$ cat src/rtl/uart_tx_fifo.sv
// Byte FIFO in front of the UART transmitter. A drain FSM kicks one byte at a time
// and polls the transmitter busy flag before handing over the next one.
module uart_tx_fifo #(
    parameter int DEPTH_LOG2 = 4
) (
    input  logic        clk,
    input  logic        reset,
    input  logic        wen,
    input  logic [31:0] addr,
    input  logic [31:0] wdata,
    output logic [31:0] rdata,
    output logic        tx_wen,
    output logic [31:0] tx_addr,
    output logic [31:0] tx_wdata,
    input  logic [31:0] tx_rdata
);
    localparam int DEPTH = 1 << DEPTH_LOG2;
    localparam logic [DEPTH_LOG2:0] LEVEL_FULL = {1'b1, {DEPTH_LOG2{1'b0}}};

    typedef enum logic [1:0] {IDLE, GUARD, POLL} state_t;

    logic [7:0]            mem [DEPTH];
    logic [DEPTH_LOG2-1:0] wr_ptr_q, wr_ptr_d;
    logic [DEPTH_LOG2-1:0] rd_ptr_q, rd_ptr_d;
    logic [DEPTH_LOG2:0]   level_q, level_d;
    logic                  overflow_q, overflow_d;
    logic [31:0]           div_q, div_d;
    logic [31:0]           rdata_q, rdata_d;
    logic                  tx_wen_q, tx_wen_d;
    logic [31:0]           tx_addr_q, tx_addr_d;
    logic [31:0]           tx_wdata_q, tx_wdata_d;
    state_t                state_q, state_d;
    logic [1:0]            guard_q, guard_d;

    logic [7:0] offset;
    logic       wr_push, wr_div, wr_stat, wr_flush;
    logic       full, busy, push, kick;
    logic [7:0] head;
    logic       unused_ok;

    assign offset   = addr[7:0];
    assign wr_push  = wen && (offset == 8'h00);
    assign wr_div   = wen && (offset == 8'h04);
    assign wr_stat  = wen && (offset == 8'h08);
    assign wr_flush = wen && (offset == 8'h0C);

    // Full uses the pre-pop level, so a push is dropped even when a pop happens alongside.
    assign full = (level_q == LEVEL_FULL);
    assign busy = (level_q != '0) || (state_q != IDLE);
    assign push = wr_push && !full;
    // A divider forward owns the tx port next cycle, so the kick waits one cycle.
    assign kick = (state_q == IDLE) && (level_q != '0) && !wr_div;
    assign head = mem[rd_ptr_q];

    assign unused_ok = ^{addr[31:8], tx_rdata[31:1]};

    always_comb begin
        wr_ptr_d   = wr_ptr_q;
        rd_ptr_d   = rd_ptr_q;
        level_d    = level_q;
        overflow_d = overflow_q;
        div_d      = div_q;
        if (push) wr_ptr_d = wr_ptr_q + 1'b1;
        if (kick) rd_ptr_d = rd_ptr_q + 1'b1;
        if (push && !kick) level_d = level_q + 1'b1;
        else if (kick && !push) level_d = level_q - 1'b1;
        if (wr_push && full) overflow_d = 1'b1;
        if (wr_stat) overflow_d = 1'b0;
        if (wr_div) div_d = wdata;
        if (wr_flush) begin
            wr_ptr_d   = '0;
            rd_ptr_d   = '0;
            level_d    = '0;
            overflow_d = 1'b0;
        end
    end

    always_comb begin
        tx_wen_d   = 1'b0;
        tx_addr_d  = 32'd8;
        tx_wdata_d = 32'd0;
        if (wr_div) begin
            tx_wen_d   = 1'b1;
            tx_addr_d  = 32'd4;
            tx_wdata_d = wdata;
        end else if (kick) begin
            tx_wen_d   = 1'b1;
            tx_addr_d  = 32'd0;
            tx_wdata_d = {24'd0, head};
        end
    end

    // Guard spans the kick cycle, the transmitter update and the registered busy readback.
    always_comb begin
        state_d = state_q;
        guard_d = guard_q;
        case (state_q)
            IDLE: begin
                if (kick) begin
                    state_d = GUARD;
                    guard_d = 2'd3;
                end
            end
            GUARD: begin
                if (guard_q == 2'd0) state_d = POLL;
                else guard_d = guard_q - 2'd1;
            end
            POLL: begin
                if (!tx_rdata[0]) state_d = IDLE;
            end
            default: state_d = IDLE;
        endcase
    end

    always_comb begin
        rdata_d = rdata_q;
        if (!wen) begin
            case (offset)
                8'h00:   rdata_d = 32'd0;
                8'h04:   rdata_d = div_q;
                8'h08:   rdata_d = {29'd0, overflow_q, full, busy};
                8'h0C:   rdata_d = {{(31-DEPTH_LOG2){1'b0}}, level_q};
                default: rdata_d = rdata_q;
            endcase
        end
    end

    always_ff @(posedge clk) begin
        if (push) mem[wr_ptr_q] <= wdata[7:0];
    end

    always_ff @(posedge clk) begin
        if (reset) begin
            wr_ptr_q   <= '0;
            rd_ptr_q   <= '0;
            level_q    <= '0;
            overflow_q <= 1'b0;
            div_q      <= 32'd1;
            rdata_q    <= 32'd0;
            tx_wen_q   <= 1'b0;
            tx_addr_q  <= 32'd8;
            tx_wdata_q <= 32'd0;
            state_q    <= IDLE;
            guard_q    <= 2'd0;
        end else begin
            wr_ptr_q   <= wr_ptr_d;
            rd_ptr_q   <= rd_ptr_d;
            level_q    <= level_d;
            overflow_q <= overflow_d;
            div_q      <= div_d;
            rdata_q    <= rdata_d;
            tx_wen_q   <= tx_wen_d;
            tx_addr_q  <= tx_addr_d;
            tx_wdata_q <= tx_wdata_d;
            state_q    <= state_d;
            guard_q    <= guard_d;
        end
    end

    assign rdata    = rdata_q;
    assign tx_wen   = tx_wen_q;
    assign tx_addr  = tx_addr_q;
    assign tx_wdata = tx_wdata_q;
endmodule

$ cat config.mk
export PLATFORM = sky130hd
export DESIGN_NAME = uart_tx_fifo
export DESIGN_NICKNAME = d
export VERILOG_FILES = /design/src/rtl/uart_tx_fifo.sv
export SDC_FILE = /design/constraint.sdc
export NUM_CORES = 1
export LEC_CHECK = 0
export ABC_AREA = 1
export BUFFER_PORTS_ARGS = -buffer_cell sky130_fd_sc_hd__buf_4
export CORE_UTILIZATION = 49
export DETAILED_ROUTE_END_ITERATION = 8
export PLACE_DENSITY = 0.79
export REMOVE_ABC_BUFFERS = 1
export SYNTH_ARGS = -nofsm -noshare
export SYNTH_HDL_FRONTEND = slang
export SYNTH_SLANG_ARGS = --single-unit
$ cat constraint.sdc
create_clock -name clk -period 2.3 [get_ports clk]
set_input_delay 0.23 -clock clk [delete_from_list [all_inputs] [get_ports clk]]
set_output_delay 0.23 -clock clk [all_outputs]
set_load 0.01 [all_outputs]
# --- After elaboration in Yosys (flattened, before gate mapping) ---
# Memories as Yosys holds them, arrays and structs flattened. A register that Yosys moved wholly into a read port is not among the register bits.
# Cells that the tools add are included.
totals:
  output_inout_bits: 97
  ram_bits: 128
  memories: 1
  regBits: 147
  elab_cells: 78
  input_bits: 99
op_classes:
  n_eq_ne: 10
  n_reduce_logical: 29
  mux: 20
  n_addsub: 5
  n_bitwise: 1
memory_table:
  columns: ["memory", "depth", "word_bits", "rd", "rd_clocked_by_memory_dff", "wr", "line", "text"]
  rows:
  - ["mem", 16, 8, 1, 1, 1, "22", "logic [7:0] mem [DEPTH];"]
op_table:
  columns: ["op", "n"]
  rows:
  - ["one-hot mux 32 bit (4 select lines)", 1]
  - ["2-to-1 mux 32 bit", 1]
  - ["== test 8 x 4 -> 1 bit, second input constant", 2]
  - ["2-to-1 mux 4 bit", 4]
  - ["logical AND 1 bit", 10]
  - ["2-to-1 mux 2 bit", 5]
  - ["2-to-1 mux 5 bit", 2]
  - ["adder 4 x 1 -> 4 bit, second input constant", 2]
  - ["== test 8 x 3 -> 1 bit, second input constant", 1]
  - ["logical NOT 8 bit", 1]
  - ["2-to-1 mux 8 bit", 1]
  - ["inequality test 2 bit, second input constant", 4]
  - ["one-hot mux 2 bit (3 select lines)", 1]
  - ["AND reduction 3 bit", 2]
  - ["nonzero test 2 bit", 3]
  - ["adder 5 x 1 -> 5 bit, second input constant", 1]
  - ["== test 5 bit, second input constant", 1]
  - ["nonzero test 5 bit", 1]
  - ["subtractor 5 x 1 -> 5 bit, second input constant", 1]
  - ["logical NOT 1 bit", 4]
  - ["logical NOT 2 bit", 2]
  - ["2-to-1 mux 1 bit", 4]
  - ["one-hot mux 2 bit (2 select lines)", 1]
  - ["nonzero test 4 bit", 1]
  - ["8 further kinds", 9]

# --- Longest topological paths before layout ---
logic_depth:
  word_depth: 7
  mapped_depth: 14
  mapped_depth_nobuf: 14

# --- Least setup slack after synthesis ---
# No wires, ideal clock.
synth_timing:
  kind: "input to register"
  start: "input port addr[5]"
  end: "register level_q[4]"
  arrival_ns: 2.139
  t_required_ns: 2.230
  setup_time_ns: 0.070
  path_stages: 14
  setup_slack_ns: 0.091
  path_buffers: 0
  cell_sequence: "nor2_2 -> nand3_4 -> nor3_2 -> nand4_1 -> inv_1 -> ha_1 -> inv_1 -> fa_1 -> a21oi_1 -> nor2_1 -> nor2_1 -> xor2_1 -> nand2_1 -> a21oi_1"
synth_via:
  elab_cells_between_ends: 16
  cone_classes: "2 x eq/ne; 1 x mux; 13 x reduce/logical"
synth_rtl:
  columns: ["element", "line", "text"]
  rows:
  - ["start: declaration", "9", "input logic [31:0] addr,"]
  - ["logical NOT 8 bit (*)", "42", "assign wr_push = wen && (offset == 8'h00);"]
  - ["logical AND 1 bit (*)", "42", null]
  - ["logical AND 1 bit (*)", "50", "assign push = wr_push && !full;"]
  - ["via push", "37", "logic full, busy, push, kick;"]
  - ["logical NOT 1 bit", "66", "else if (kick && !push) level_d = level_q - 1'b1;"]
  - ["logical AND 1 bit", "66", null]
  - ["nonzero test 2 bit (no line)", null, null]
  - ["end signal: assignment", "148", "level_q <= level_d;"]
  - ["end: declaration", "25", "logic [DEPTH_LOG2:0] level_q, level_d;"]
# Mark *: on every way through the listed nets, which the timed path passes. The rest lies on a longest branch.
# A chain may end at the register's enable or synchronous reset.

# --- Worst setup path after layout ---
layout_timing:
  start: "register level_q[0]"
  end: "register level_q[4]"
layout_via:
  elab_chain_len: 6
  elab_cells_between_ends: 15
  cone_classes: "2 x add/sub; 1 x eq/ne; 2 x mux; 10 x reduce/logical"
layout_rtl:
  columns: ["element", "line", "text"]
  rows:
  - ["== test 5 bit (*)", "48", "assign full = (level_q == LEVEL_FULL);"]
  - ["logical NOT 1 bit (*)", "50", null]
  - ["logical AND 1 bit (*)", "50", null]
  - ["via push", "37", null]
  - ["logical NOT 1 bit", "66", null]
  - ["logical AND 1 bit", "66", null]
  - ["nonzero test 2 bit (no line)", null, null]
# Mark *: on every way through the listed nets, which the timed path passes. The rest lies on a longest branch. The select of a mux whose other input is x is not followed.

==> insert_results.sql <==
INSERT INTO impl_metrics (metric_group, metric, value, unit) VALUES
('timing', 'timing_worst_slew_pin_value', '0.700', 'ns'),
('finish', 'antennaDiodeCount', '0', ''),
('critical_path', 'cp.buffers_inverters', '4', ''),
('yosys', 'synth.top_cells.by_count', 'sky130_fd_sc_hd__nand2_1 (231), sky130_fd_sc_hd__nand3_1 (155), sky130_fd_sc_hd__edfxtp_1 (128)', ''),
('timing', 'period_minus_slack', '2.10', 'ns'),
('timing', 'relSlewSlack', '0.533', ''),
('grt', 'grt_start_max_net_pins', '65', ''),
('grt', 'grt-busiest-layer', 'met2', ''),
('timing', 'timing.final.crit_share', '0.915', ''),
('yosys', 'ys_seq_area_frac', '0.637', ''),
('cts', 'clk-insertion-delay-late', '0.52', 'ns'),
('timing', 'slew_violations', '0', ''),
('finish', 'final_cell_count_without_fillers', '1429', ''),
('yosys', 'synth_cell_type_count', '36', ''),
('yosys', 'netlist_top_cells_area', 'sky130_fd_sc_hd__edfxtp_1 (39%), sky130_fd_sc_hd__dfxtp_1 (25%), sky130_fd_sc_hd__nand2_1 (8.8%), sky130_fd_sc_hd__nand3_1 (7.9%), sky130_fd_sc_hd__inv_1 (2.8%)', ''),
('timing', 'finClkSkew', '0.0147', 'ns'),
('finish', 'drive_gt1_frac', '0.197', ''),
('critical_path', 'cell_family_with_most_cp_delay', 'simple AND/OR/NAND/NOR gates', ''),
('cts', 'cts_clock_pin_slew_for_the_worst_setup_and_hold_paths', '0.06', 'ns'),
('placed_design', 'place.gp.congestion', '0.883', ''),
('placed_design', 'dp_cells', '1356', ''),
('grt', 'grt_overflow', '0', ''),
('critical_path', 'critical_path_depth', '14', ''),
('routing', 'ant_nets', '0', ''),
('yosys', 'yosys_most_used_dff', 'sky130_fd_sc_hd__edfxtp_1', ''),
('placed_design', 'dpl.hpwl', '14100', 'um'),
('routing', 'vias_per_cell', '5.16', ''),
('timing', 'finalSetupViolCount', '0', ''),
('die', 'die_h', '144', 'um'),
('routing', 'totalWireLength', '22100', 'um'),
('die', 'rows', '51', ''),
('die', 'io_pins', '196', ''),
('routing', 'drtIter0Drc', '623', ''),
('power_and_ir_drop', 'total_power', '11.0', 'mW'),
('yosys', 'post-synth-top-area-cell', 'sky130_fd_sc_hd__edfxtp_1', ''),
('critical_path', 'worstSetupPathType', 'reg -> reg', ''),
('critical_path', 'required_arrival_time_at_the_worst_endpoint', '2.76', 'ns'),
('critical_path', 'worst_r2r_startpoint', 'level_q[0]$_SDFFE_PP0P_', ''),
('yosys', 'ys_ff_latch', '249', ''),
('finish', 'number_of_nets_in_the_final_layout', '1256', ''),
('critical_path', 'worst-path-max-fanout', '3', ''),
('yosys', 'post_synth.cell_area_avg', '10.0', 'um2'),
('critical_path', 'critical_path_capture_point_type', 'register', ''),
('cts', 'ctsLongestPathBuffers', '3', ''),
('grt', 'gr-usage-met1', '0.274', ''),
('timing', 'whs', '0.0192', 'ns'),
('timing', 'maxClockFrequency', '0.475', 'GHz'),
('power_and_ir_drop', 'leakage', '4.99', 'nW'),
('run', 'cap_viol_max_count', '0', ''),
('timing', 'post-route-worst-setup-slack', '0.196', 'ns'),
('min_path', 'hold_path_depth', '1', ''),
('cts', 'cts_tree', 'done', ''),
('routing', 'wl_per_cell', '15.5', 'um'),
('routing', 'detailroute.via_count', '7371', ''),
('grt', 'grt_pass1_wl', '34400', 'um'),
('yosys', 'synth.cell_area', '0.00983', 'mm2'),
('power_and_ir_drop', 'vdd.ir_drop.worst', '0.000515', 'V'),
('critical_path', 'crit_chain', 'nor2_2 > nand4_1 > nand4_1 > inv_1 > ha_1 > inv_2 > buf_4 > ha_1 > inv_1 > nor2_1 > nor2_1 > xor2_1 > nand2_1 > a21oi_1', ''),
('status', 'outcome', 'complete, no violations', ''),
('grt', 'antenna_found_initial', '0', ''),
('critical_path', 'worst-r2r-cell-count', '14', ''),
('min_path', 'min-delay-start', 'wdata[3]', ''),
('placed_design', 'port_buffer_count', '110', ''),
('min_path', 'endpoint_worst_hold', 'mem[14][3]$_DFFE_PP_', ''),
('critical_path', 'rr_endpoint', 'level_q[4]$_SDFFE_PP0P_', ''),
('cts', 'clock_tree_root_buffer_cell', 'sky130_fd_sc_hd__clkbuf_16', ''),
('timing', 'fin_tns_setup', '0', 'ns'),
('grt', 'global_route.usage.met3', '0.0220', ''),
('timing', 'report.final.hold_viol_count', '0', ''),
('grt', 'grt_pass1_vias', '6887', ''),
('die', 'initial_core_util', '0.502', '');
==> worst max-delay path by stage <==
stage                            start                 endpoint  slack [ns]
2_1_floorplan                 register   tx_wdata[7]$_SDFF_PP0_       -0.36
3_3_place_gp                   addr[5]  level_q[4]$_SDFFE_PP0P_        0.06
3_5_place_dp                   addr[5]  level_q[4]$_SDFFE_PP0P_      -0.003
4_1_cts        level_q[0]$_SDFFE_PP0P_  level_q[4]$_SDFFE_PP0P_        0.13
5_1_grt        level_q[0]$_SDFFE_PP0P_  level_q[4]$_SDFFE_PP0P_       0.007
6_report       level_q[0]$_SDFFE_PP0P_  level_q[4]$_SDFFE_PP0P_        0.20
==> cell families (layout without fill, tap and decap cells) <==
family / count (synthesis) / in the layout / synth area share
DFF: 249 / 249 / 0.637
AOI/OAI and AO/OA: 97 / 97 / 0.0532
xor gates and xnor gates: 6 / 6 / 0.00534
and+or+nand+nor: 463 / 463 / 0.213
adders and majority gates: 11 / 11 / 0.0148
buffers and inverters: 156 / 308 / 0.0757
other: 1 / 30 / 0.000381
==> layout make-up <==
type	instances	area, um2
tap	265	332
sequential	249	6270
fill	1465	7500
clock inverter	17	133
clock buffer	27	622
inverter	80	300
multi-input combinational	607	2940
timing repair buffer	184	1500
==> timing repair <==
| action | in CTS | in global routing |
|---|---|---|
| resized for setup | 0 | 4 |
| setup endpoints to repair | 0 | 2 |
| hold buffers | 26 | 0 |
| endpoints found under the hold margin | 40 | 0 |
| setup buffers | 0 | 3 |
==> state kept, by name (all words and copies together) (netlist names), named ones only <==
signal      count
level_q         5
tx_wdata       32
div_q          32
overflow_q      1
wr_ptr_q        4
guard_q         2
tx_wen          1
tx_addr         2
rd_ptr_q        4
mem           128
rdata          32
state_q         2
==> stage by stage <==
stage,cell area [um2],util
final,12100,0.617
after global routing,12100,0.617
after CTS,12100,0.616
after detailed placement,11000,0.564
after global placement,11000,0.564
after floorplan,9500,-
==> routing by layer <==
| metal | part of all wire | vias up |
|---|---|---|
| met5 | 0 | - |
| met4 | 0.037 | 0 |
| met3 | 0.044 | 65 |
| met2 | 0.51 | 243 |
| met1 | 0.41 | 3502 |
| li1 | - | 3561 |
==> cell usage in the layout, fill, tap and decap left out, types with 5 or more instances in the layout <==
master and instances:
sky130_fd_sc_hd__edfxtp_1 128, sky130_fd_sc_hd__clkinv_2 6, sky130_fd_sc_hd__ha_1 10, sky130_fd_sc_hd__buf_4 154, sky130_fd_sc_hd__dfxtp_1 120, sky130_fd_sc_hd__clkbuf_16 24, sky130_fd_sc_hd__inv_2 8, sky130_fd_sc_hd__xor2_1 5
sky130_fd_sc_hd__dlygate4sd3_1 26, sky130_fd_sc_hd__a21oi_1 37, sky130_fd_sc_hd__nand3_1 155, sky130_fd_sc_hd__nor2_4 10, sky130_fd_sc_hd__nand2_1 231, sky130_fd_sc_hd__o22ai_1 24, sky130_fd_sc_hd__conb_1 30, sky130_fd_sc_hd__o21ai_0 28
sky130_fd_sc_hd__nor2_1 48, sky130_fd_sc_hd__inv_1 72
==> power breakdown <==
part,internal [mW],switching (mW)
sequential,4.83,0.0746
combinational,0.864,1.50
clock,2.08,1.68
Power figures use the tool's default switching activity.
